<file path="src/rtl/pmem_scheduler_pkg.sv">
// Shared types for the physical-memory scheduler: FSM state encoding and
// the write-back buffer entry layout.
package types;

    localparam int LINE_W = 256;
    localparam int TAG_W  = 27;

    typedef enum logic [2:0] {
        IDLE,
        LOCAL_RESP,
        IREAD,
        DREAD,
        DRAIN
    } pmem_sched_state_t;

    typedef struct packed {
        logic [TAG_W-1:0]  tag;
        logic [LINE_W-1:0] data;
    } wb_entry_t;

    // Line-aligned byte address for a buffer tag.
    function automatic logic [31:0] line_addr(input logic [TAG_W-1:0] tag);
        return {tag, 5'b0};
    endfunction

endpackage

</file>
<file path="src/rtl/pmem_scheduler_wb_fifo.sv">
// Dcache write-back buffer: a small circular FIFO of whole cache lines.
// It exposes the oldest entry for draining and a parallel tag lookup that
// returns the youngest matching entry so reads see the latest buffered write.
module wb_fifo
    import types::*;
#(
    parameter int DEPTH = 2
) (
    input  logic              clk,
    input  logic              rst,
    input  logic              i_enq,
    input  wb_entry_t         i_enq_entry,
    input  logic              i_deq,
    input  logic [TAG_W-1:0]  i_lookup_tag,
    output logic              o_full,
    output logic              o_empty,
    output wb_entry_t         o_oldest,
    output logic              o_hit,
    output logic [LINE_W-1:0] o_hit_data
);

    localparam int PTR_W = (DEPTH > 1) ? $clog2(DEPTH) : 1;
    localparam int CNT_W = $clog2(DEPTH + 1);

    wb_entry_t        r_mem [DEPTH];
    logic [PTR_W-1:0] r_wr_ptr;
    logic [PTR_W-1:0] r_rd_ptr;
    logic [CNT_W-1:0] r_count;

    // Pointer advance with wrap at DEPTH (DEPTH need not be a power of two).
    function automatic logic [PTR_W-1:0] ptr_inc(input logic [PTR_W-1:0] p);
        if (int'(p) == DEPTH - 1) begin
            return '0;
        end
        return p + 1'b1;
    endfunction

    // Pointer and occupancy bookkeeping; the scheduler never enqueues and
    // dequeues in the same cycle, so the two are mutually exclusive here.
    always_ff @(posedge clk) begin
        if (rst) begin
            r_wr_ptr <= '0;
            r_rd_ptr <= '0;
            r_count  <= '0;
        end else if (i_enq) begin
            r_wr_ptr <= ptr_inc(r_wr_ptr);
            r_count  <= r_count + 1'b1;
        end else if (i_deq) begin
            r_rd_ptr <= ptr_inc(r_rd_ptr);
            r_count  <= r_count - 1'b1;
        end
    end

    // Line storage; contents are only meaningful while counted as valid.
    always_ff @(posedge clk) begin
        if (i_enq) begin
            r_mem[r_wr_ptr] <= i_enq_entry;
        end
    end

    // Scan valid entries oldest-to-youngest so the last match (youngest) wins.
    always_comb begin
        o_hit      = 1'b0;
        o_hit_data = '0;
        for (int k = 0; k < DEPTH; k++) begin
            if ((k < int'(r_count)) &&
                (r_mem[PTR_W'((int'(r_rd_ptr) + k) % DEPTH)].tag == i_lookup_tag)) begin
                o_hit      = 1'b1;
                o_hit_data = r_mem[PTR_W'((int'(r_rd_ptr) + k) % DEPTH)].data;
            end
        end
    end

    assign o_full   = (r_count == CNT_W'(DEPTH));
    assign o_empty  = (r_count == '0);
    assign o_oldest = r_mem[r_rd_ptr];

endmodule

</file>
<file path="src/rtl/pmem_scheduler.sv">
// Arbitrates icache and dcache line traffic onto a single cacheline adaptor.
// Dcache writes are absorbed into a write-back buffer and acknowledged
// locally; reads that hit the buffer are served from it without going
// downstream; buffered lines drain in FIFO order when nothing else is pending.
module pmem_scheduler
    import types::*;
#(
    parameter int WB_DEPTH = 2
) (
    input  logic         clk,
    input  logic         rst,
    input  logic [31:0]  ipmem_address,
    input  logic         ipmem_read,
    output logic [255:0] ipmem_rdata,
    output logic         ipmem_resp,
    input  logic [31:0]  dpmem_address,
    input  logic         dpmem_read,
    input  logic         dpmem_write,
    input  logic [255:0] dpmem_wdata,
    output logic [255:0] dpmem_rdata,
    output logic         dpmem_resp,
    output logic [31:0]  address_i,
    output logic         read_i,
    output logic         write_i,
    output logic [255:0] line_i,
    input  logic [255:0] line_o,
    input  logic         resp_o
);

    pmem_sched_state_t r_state;
    pmem_sched_state_t w_next;

    logic [TAG_W-1:0]  r_tag;
    logic [LINE_W-1:0] r_lr_data;
    logic              r_lr_dside;
    logic              r_lr_read;
    logic [LINE_W-1:0] r_irdata;
    logic [LINE_W-1:0] r_drdata;

    logic              w_load;
    logic [TAG_W-1:0]  w_ld_tag;
    logic              w_ld_dside;
    logic              w_ld_read;

    logic              w_enq;
    logic              w_deq;
    logic              w_full;
    logic              w_empty;
    logic              w_hit;
    logic [LINE_W-1:0] w_hit_data;
    logic [TAG_W-1:0]  w_lookup_tag;
    wb_entry_t         w_enq_entry;
    wb_entry_t         w_oldest;

    logic              w_iresp;
    logic              w_dresp;
    logic [LINE_W-1:0] w_irdata;
    logic [LINE_W-1:0] w_drdata;

    // A dcache read takes precedence, so look up its tag whenever it is asserted.
    assign w_lookup_tag = dpmem_read ? dpmem_address[31:5] : ipmem_address[31:5];
    assign w_enq_entry  = '{tag: dpmem_address[31:5], data: dpmem_wdata};

    wb_fifo #(
        .DEPTH(WB_DEPTH)
    ) u_wb_fifo (
        .clk         (clk),
        .rst         (rst),
        .i_enq       (w_enq),
        .i_enq_entry (w_enq_entry),
        .i_deq       (w_deq),
        .i_lookup_tag(w_lookup_tag),
        .o_full      (w_full),
        .o_empty     (w_empty),
        .o_oldest    (w_oldest),
        .o_hit       (w_hit),
        .o_hit_data  (w_hit_data)
    );

    // FSM state register.
    always_ff @(posedge clk) begin
        if (rst) begin
            r_state <= IDLE;
        end else begin
            r_state <= w_next;
        end
    end

    // Next-state, buffer control and downstream/requester outputs.
    always_comb begin
        w_next     = r_state;
        w_enq      = 1'b0;
        w_deq      = 1'b0;
        w_load     = 1'b0;
        w_ld_tag   = '0;
        w_ld_dside = 1'b0;
        w_ld_read  = 1'b0;
        address_i  = '0;
        read_i     = 1'b0;
        write_i    = 1'b0;
        line_i     = '0;
        w_iresp    = 1'b0;
        w_dresp    = 1'b0;
        w_irdata   = r_irdata;
        w_drdata   = r_drdata;
        case (r_state)
            IDLE: begin
                if (dpmem_write) begin
                    if (!w_full) begin
                        w_enq      = 1'b1;
                        w_load     = 1'b1;
                        w_ld_dside = 1'b1;
                        w_next     = LOCAL_RESP;
                    end else begin
                        // Write stays pending at the requester until a slot frees.
                        w_next = DRAIN;
                    end
                end else if (dpmem_read) begin
                    w_load     = 1'b1;
                    w_ld_tag   = dpmem_address[31:5];
                    w_ld_dside = 1'b1;
                    w_ld_read  = 1'b1;
                    w_next     = w_hit ? LOCAL_RESP : DREAD;
                end else if (ipmem_read) begin
                    w_load    = 1'b1;
                    w_ld_tag  = ipmem_address[31:5];
                    w_ld_read = 1'b1;
                    w_next    = w_hit ? LOCAL_RESP : IREAD;
                end else if (!w_empty) begin
                    w_next = DRAIN;
                end
            end
            LOCAL_RESP: begin
                if (r_lr_dside) begin
                    w_dresp = 1'b1;
                    if (r_lr_read) begin
                        w_drdata = r_lr_data;
                    end
                end else begin
                    w_iresp  = 1'b1;
                    w_irdata = r_lr_data;
                end
                w_next = IDLE;
            end
            IREAD: begin
                address_i = line_addr(r_tag);
                read_i    = 1'b1;
                if (resp_o) begin
                    w_iresp  = 1'b1;
                    w_irdata = line_o;
                    w_next   = IDLE;
                end
            end
            DREAD: begin
                address_i = line_addr(r_tag);
                read_i    = 1'b1;
                if (resp_o) begin
                    w_dresp  = 1'b1;
                    w_drdata = line_o;
                    w_next   = IDLE;
                end
            end
            DRAIN: begin
                address_i = line_addr(w_oldest.tag);
                write_i   = 1'b1;
                line_i    = w_oldest.data;
                if (resp_o) begin
                    w_deq  = 1'b1;
                    w_next = IDLE;
                end
            end
            default: begin
                w_next = IDLE;
            end
        endcase
    end

    // Capture request context when leaving IDLE; hit data is snapshotted so
    // the local response is independent of later buffer activity.
    always_ff @(posedge clk) begin
        if (w_load) begin
            r_tag      <= w_ld_tag;
            r_lr_data  <= w_hit_data;
            r_lr_dside <= w_ld_dside;
            r_lr_read  <= w_ld_read;
        end
    end

    // Read-data holding registers: rdata only changes in a response cycle.
    always_ff @(posedge clk) begin
        if (rst) begin
            r_irdata <= '0;
            r_drdata <= '0;
        end else begin
            r_irdata <= w_irdata;
            r_drdata <= w_drdata;
        end
    end

    assign ipmem_resp  = w_iresp;
    assign dpmem_resp  = w_dresp;
    assign ipmem_rdata = w_irdata;
    assign dpmem_rdata = w_drdata;

endmodule

</file>
<file path="config.mk">
export PLATFORM = sky130hd
export DESIGN_NAME = pmem_scheduler
export DESIGN_NICKNAME = d
export VERILOG_FILES = /design/src/rtl/pmem_scheduler_pkg.sv /design/src/rtl/pmem_scheduler_wb_fifo.sv /design/src/rtl/pmem_scheduler.sv
export SDC_FILE = /design/constraint.sdc
export NUM_CORES = 2
export LEC_CHECK = 0
export CAP_MARGIN = 10
export CORE_AREA = 3 3 531 533
export DETAILED_ROUTE_END_ITERATION = 8
export DIE_AREA = 0 0 534 536
export GPL_TIMING_DRIVEN = 0
export PLACE_DENSITY = 0.4
export RECOVER_POWER = 50
export SLEW_MARGIN = 20
export SYNTH_ARGS = -nofsm -noshare
export SYNTH_HDL_FRONTEND = slang
export SYNTH_HIERARCHICAL = 1
export SYNTH_SLANG_ARGS = --single-unit
</file>
<file path="constraint.sdc">
create_clock -name clk -period 34.6 [get_ports clk]
set_clock_uncertainty 0.15 [all_clocks]
set_input_delay 6.92 -clock clk [delete_from_list [all_inputs] [get_ports clk]]
set_output_delay 6.92 -clock clk [all_outputs]
set_load 0.02 [all_outputs]
</file>
==> parameters.txt <==
Parameter                              Value

Place
  Post-Place Cell Area    80700 um2
  Placed cells    10100
  Count of buffers from port buffering    1370
  Routability cong.    0.862
  Final HPWL from detailed placement    275 mm

Critical path
  CP arrival    12.48 ns
  Worst setup path start    resp_o
  Startpoint class of the critical path    input port
  Critical-path cell list    dlygate4sd3_1 -> clkbuf_1 -> nand4b_1 -> clkbuf_1 -> clkbuf_1 -> clkbuf_1 -> o211ai_1 -> nand2_1 -> clkdlybuf4s50_1
  Crit path buf inv count    6
  Reg-to-reg endpoint    r_lr_data[49]
  Critical path peak fanout    10
  Worst reg2reg startpoint    r_state[1]
  Stage delay of the slowest cell on the critical path    1.33 ns
  Cell mode on critical path    clkbuf_1
  Sort of element at the end of the critical path    output pin
  Crit Path Class    input port to output pin
  Minimum setup slack among reg-to-reg paths    26.92 ns
  Slowest CP cell    clkbuf_1
  Crit-path leading delay family    buffers and inverters
  Register-to-Register Path Depth    8
  Required time at the worst-slack endpoint    27.53 ns

GRT
  Vias in the first global route    50300
  Wire length of the first global-routing pass    455 mm
  Maximum number of pins on one net before global-route repair    44
  All-Layer GR Usage    23.2%
  Initial antenna violation count    207
  Total congestion overflow    0

Status
  Status    finished with violations
  Failing checks    capacitance limit, slew limit

Clocking
  Cts bufs inserted    171
  Deepest clock path buffer count    3
  Post-CTS Repair Setup Buffers    0
  Count of clock tree sinks    1371
  CTS resizes    0
  Clock latency of the later-clocked register in the worst-skew pair    0.83 ns
  Clk slew on worst S/H paths    0.05 ns
  Number of hold buffers added after cts    0
  Clock root cell    clkbuf_16
  CTS tree    done
  H-tree levels    4

Synth
  Number of distinct library cell variants in the gate-level netlist after synthesis    54
  Syn Area/Cell    12.3 um2
  Main combinational cell family by area after synthesis    compound AO/OA/AOI/OAI gates
  Total number of yosys warnings    6
  Gate Count Post-Synth    4978
  Sequential fraction of the synthesis area    58.6%
  Number of enable-type register cells in the synthesized netlist    851
  Flip-flop and latch count after synthesis    1371
  Multiplexer area fraction after synthesis    6.75%
  Fraction of registers with async set or reset after synthesis    0%
  Simple-Gate Fraction of Synth Area    10.7%
  Share of synthesized cell area in full adder, half adder and majority cells    0.0611%
  Synthesized-area fraction occupied by ao, oa, aoi and oai cells    18.8%
  Fraction of synthesized cell area in xor and xnor cells    0.813%
  Top FF cell, synth    edfxtp_1
  Synth Cell Area    61400 um2

Die
  Die Footprint    286000 um2
  Std cell rows    193
  Die height    536 um
  Initial standard-cell utilization of the core    22.2%
  Number of top-level pins    1386
  Horizontal die dimension    534 um
  Placeable core region    277000 um2

Final layout
  Fraction of final layout cells sized beyond drive strength 1    16.7%
  Nets    7145
  Post-Layout Inst Area    85700 um2
  Area growth, synth to finish    39.5%
  Final non-filler cell total    10500

Pwr
  Total power divided by cell area    55.3 nW/um2
  Leakage power figure    0.0308 uW
  Maximum vdd ir drop    0.0454 mV

Min path
  Min-Delay Startpoint    r_irdata[30]
  Min-delay worst type    flip-flop to flip-flop
  Worst Hold Path Cells    2
  Worst Hold Path EP    r_irdata[30]

STA
  Number of hold violations in the final report    0
  Maximum operating frequency    0.0511 GHz
  Slew headroom    -92.3%
  Tcrit/Tclk final    56.5%
  Post-Route Hold Slack    0.308 ns
  Final Setup Violations    0
  Pins Over Slew Limit    445
  Measured slew at the worst slew-check pin    2.88 ns
  Unrepaired setup endpoints after global routing    false
  Min Tclk post-route    19.55 ns

Routing
  Final routed wirelength across all metal layers    348 mm
  Count of vias placed by the detailed router    51100
  Count of TritonRoute iterations in the first routing pass    5
  DRT antenna net count    0
  Post-detailed-route via-to-cell ratio    4.86
  Post-route DRC violation count    0
  Initial DRC Count    4257
  Wirelength per Cell    33.1 um

Run
  Max Cap Viol    15
[cells in the mapped netlist (all sizes together), types with 2 or more instances]
| cell | instances | area, um2 |
|---|---|---|
| a32oi | 256 | 2240 |
| nor3b | 3 | 32.5 |
| nand2 | 517 | 1940 |
| edfxtp | 851 | 25600 |
| ha | 3 | 37.5 |
| nor3 | 3 | 15.0 |
| nand3b | 2 | 15.0 |
| a22oi | 256 | 1920 |
| or4b | 2 | 20.0 |
| a21oi | 516 | 2580 |
| mux2i | 29 | 294 |
| o21ai | 32 | 160 |
| buf | 333 | 2070 |
| nand3 | 258 | 2440 |
| xor2 | 37 | 324 |
| inv | 3 | 11.3 |
| and2 | 259 | 1620 |
| dfxtp | 520 | 10400 |
| o211ai | 225 | 2120 |
| mux2 | 342 | 3850 |
| a22o | 283 | 2480 |
| nand2b | 3 | 18.8 |
| nand4 | 5 | 31.3 |
| nor4 | 13 | 103 |
| xnor2 | 20 | 175 |
| clkbuf | 150 | 571 |
| a21o | 2 | 15.0 |
| nor2 | 10 | 37.5 |
| nor2b | 30 | 188 |
| a211oi | 2 | 15.0 |
[sequential cells by signal, indices dropped and copies added (netlist names), named ones only]
| name | flops |
|---|---|
| u_wb_fifo/r_wr_ptr | 1 |
| r_lr_read | 1 |
| u_wb_fifo/r_count | 2 |
| r_lr_dside | 1 |
| r_state | 3 |
| r_lr_data | 256 |
| r_drdata | 256 |
| r_tag | 27 |
| r_irdata | 256 |
| u_wb_fifo/r_rd_ptr | 1 |
| u_wb_fifo/r_mem | 566 |
[cells in the final DEF (no fill, tap or decap), types with 9 or more instances in the layout]
cell type / n
nor4_1: 12
dfxtp_1: 520
diode_2: 88
a22oi_1: 256
clkbuf_8: 11
o211ai_2: 21
nand3_1: 29
edfxtp_1: 851
buf_1: 23
nand2_1: 516
mux2_1: 24
bufinv_16: 10
nand3_2: 229
nor2_1: 10
clkbuf_1: 252
xor2_1: 37
clkinv_2: 18
mux2i_1: 28
xnor2_1: 20
and2_1: 257
dlygate4sd3_1: 287
mux2_2: 318
buf_6: 59
a21oi_1: 515
clkbuf_16: 172
o21ai_0: 32
clkdlybuf4s50_1: 1083
buf_16: 9
buf_2: 214
o211ai_1: 204
buf_4: 16
nor2b_1: 30
a32oi_1: 256
clkinv_1: 20
a22o_1: 283
clkbuf_2: 11
[where the power goes]
group / switching, uW / internal (uW) / total, uW
combinational: 617 / 319 / 936
clock: 776 / 1030 / 1810
sequential: 72.5 / 1920 / 1990
total: 1470 / 3270 / 4740
[kinds of logic after synthesis]
| group | after synthesis |
|---|---|
| adder cells (fa/ha/maj) | 3 |
| AND/OR/NAND/NOR | 1114 |
| multiplexers | 371 |
| AO/OA/AOI/OAI | 1575 |
| buffers and inverters | 486 |
| XOR/XNOR | 57 |
| flip-flops | 1371 |
| other | 1 |
[per-layer routing]
layer / part of all wire (%) / wire (um) / GRT usage [%] / vias up
li1: - / - / - / 22500
met1: 41 / 143000 / 28.8 / 25700
met2: 46 / 159000 / 37.4 / 2228
met3: 9.3 / 32300 / 8.04 / 529
met4: 3.7 / 12900 / 7.85 / 124
met5: 0.22 / 780 / 0 / -
[area by class of cell]
cell class	count	area, um2
diodes	88	220
plain buffers	483	2600
clock buffers	256	4730
clock inverters	68	846
fillers	28300	191000
inverters	3	11.3
multi-input cells	3125	22500
flip-flops and latches	1371	36000
well taps	3705	4640
repair buffers	1405	14200
[worst register-to-register path: stages, from the launching register on]
cell      delay, ns
dfxtp_1        0.30
buf_6          0.13
buf_2          0.19
nor4_1         0.56
o21ai_0        0.29
clkbuf_1       0.45
nand2b_1       1.25
clkbuf_1       1.96
clkbuf_1       1.87
[per-stage QoR]
stage	utilization [%]	setup TNS, ns	total power (uW)	setup WS [ns]
2_1_floorplan	-	0	2470	13.56
3_3_place_gp	28.8	-9.69	3070	-0.125
3_5_place_dp	29.1	0	3000	17.12
4_1_cts	31.1	0	4830	17.11
5_1_grt	30.9	0	4910	14.68
6_report	30.9	0	4740	15.05
[worst max-delay path by stage]
stage               cells after the start                      end  slack [ns]
floorplan                               2    u_wb_fifo/r_mem[0][0]       13.56
detailed placement                      8         dpmem_rdata[251]       17.12
finish                                  9          dpmem_rdata[98]       15.05
global placement                        3  u_wb_fifo/r_mem[0][150]       -0.13
CTS                                     8         dpmem_rdata[251]       17.11
global route                            9          dpmem_rdata[98]       14.68
Power figures use the tool's default switching activity.
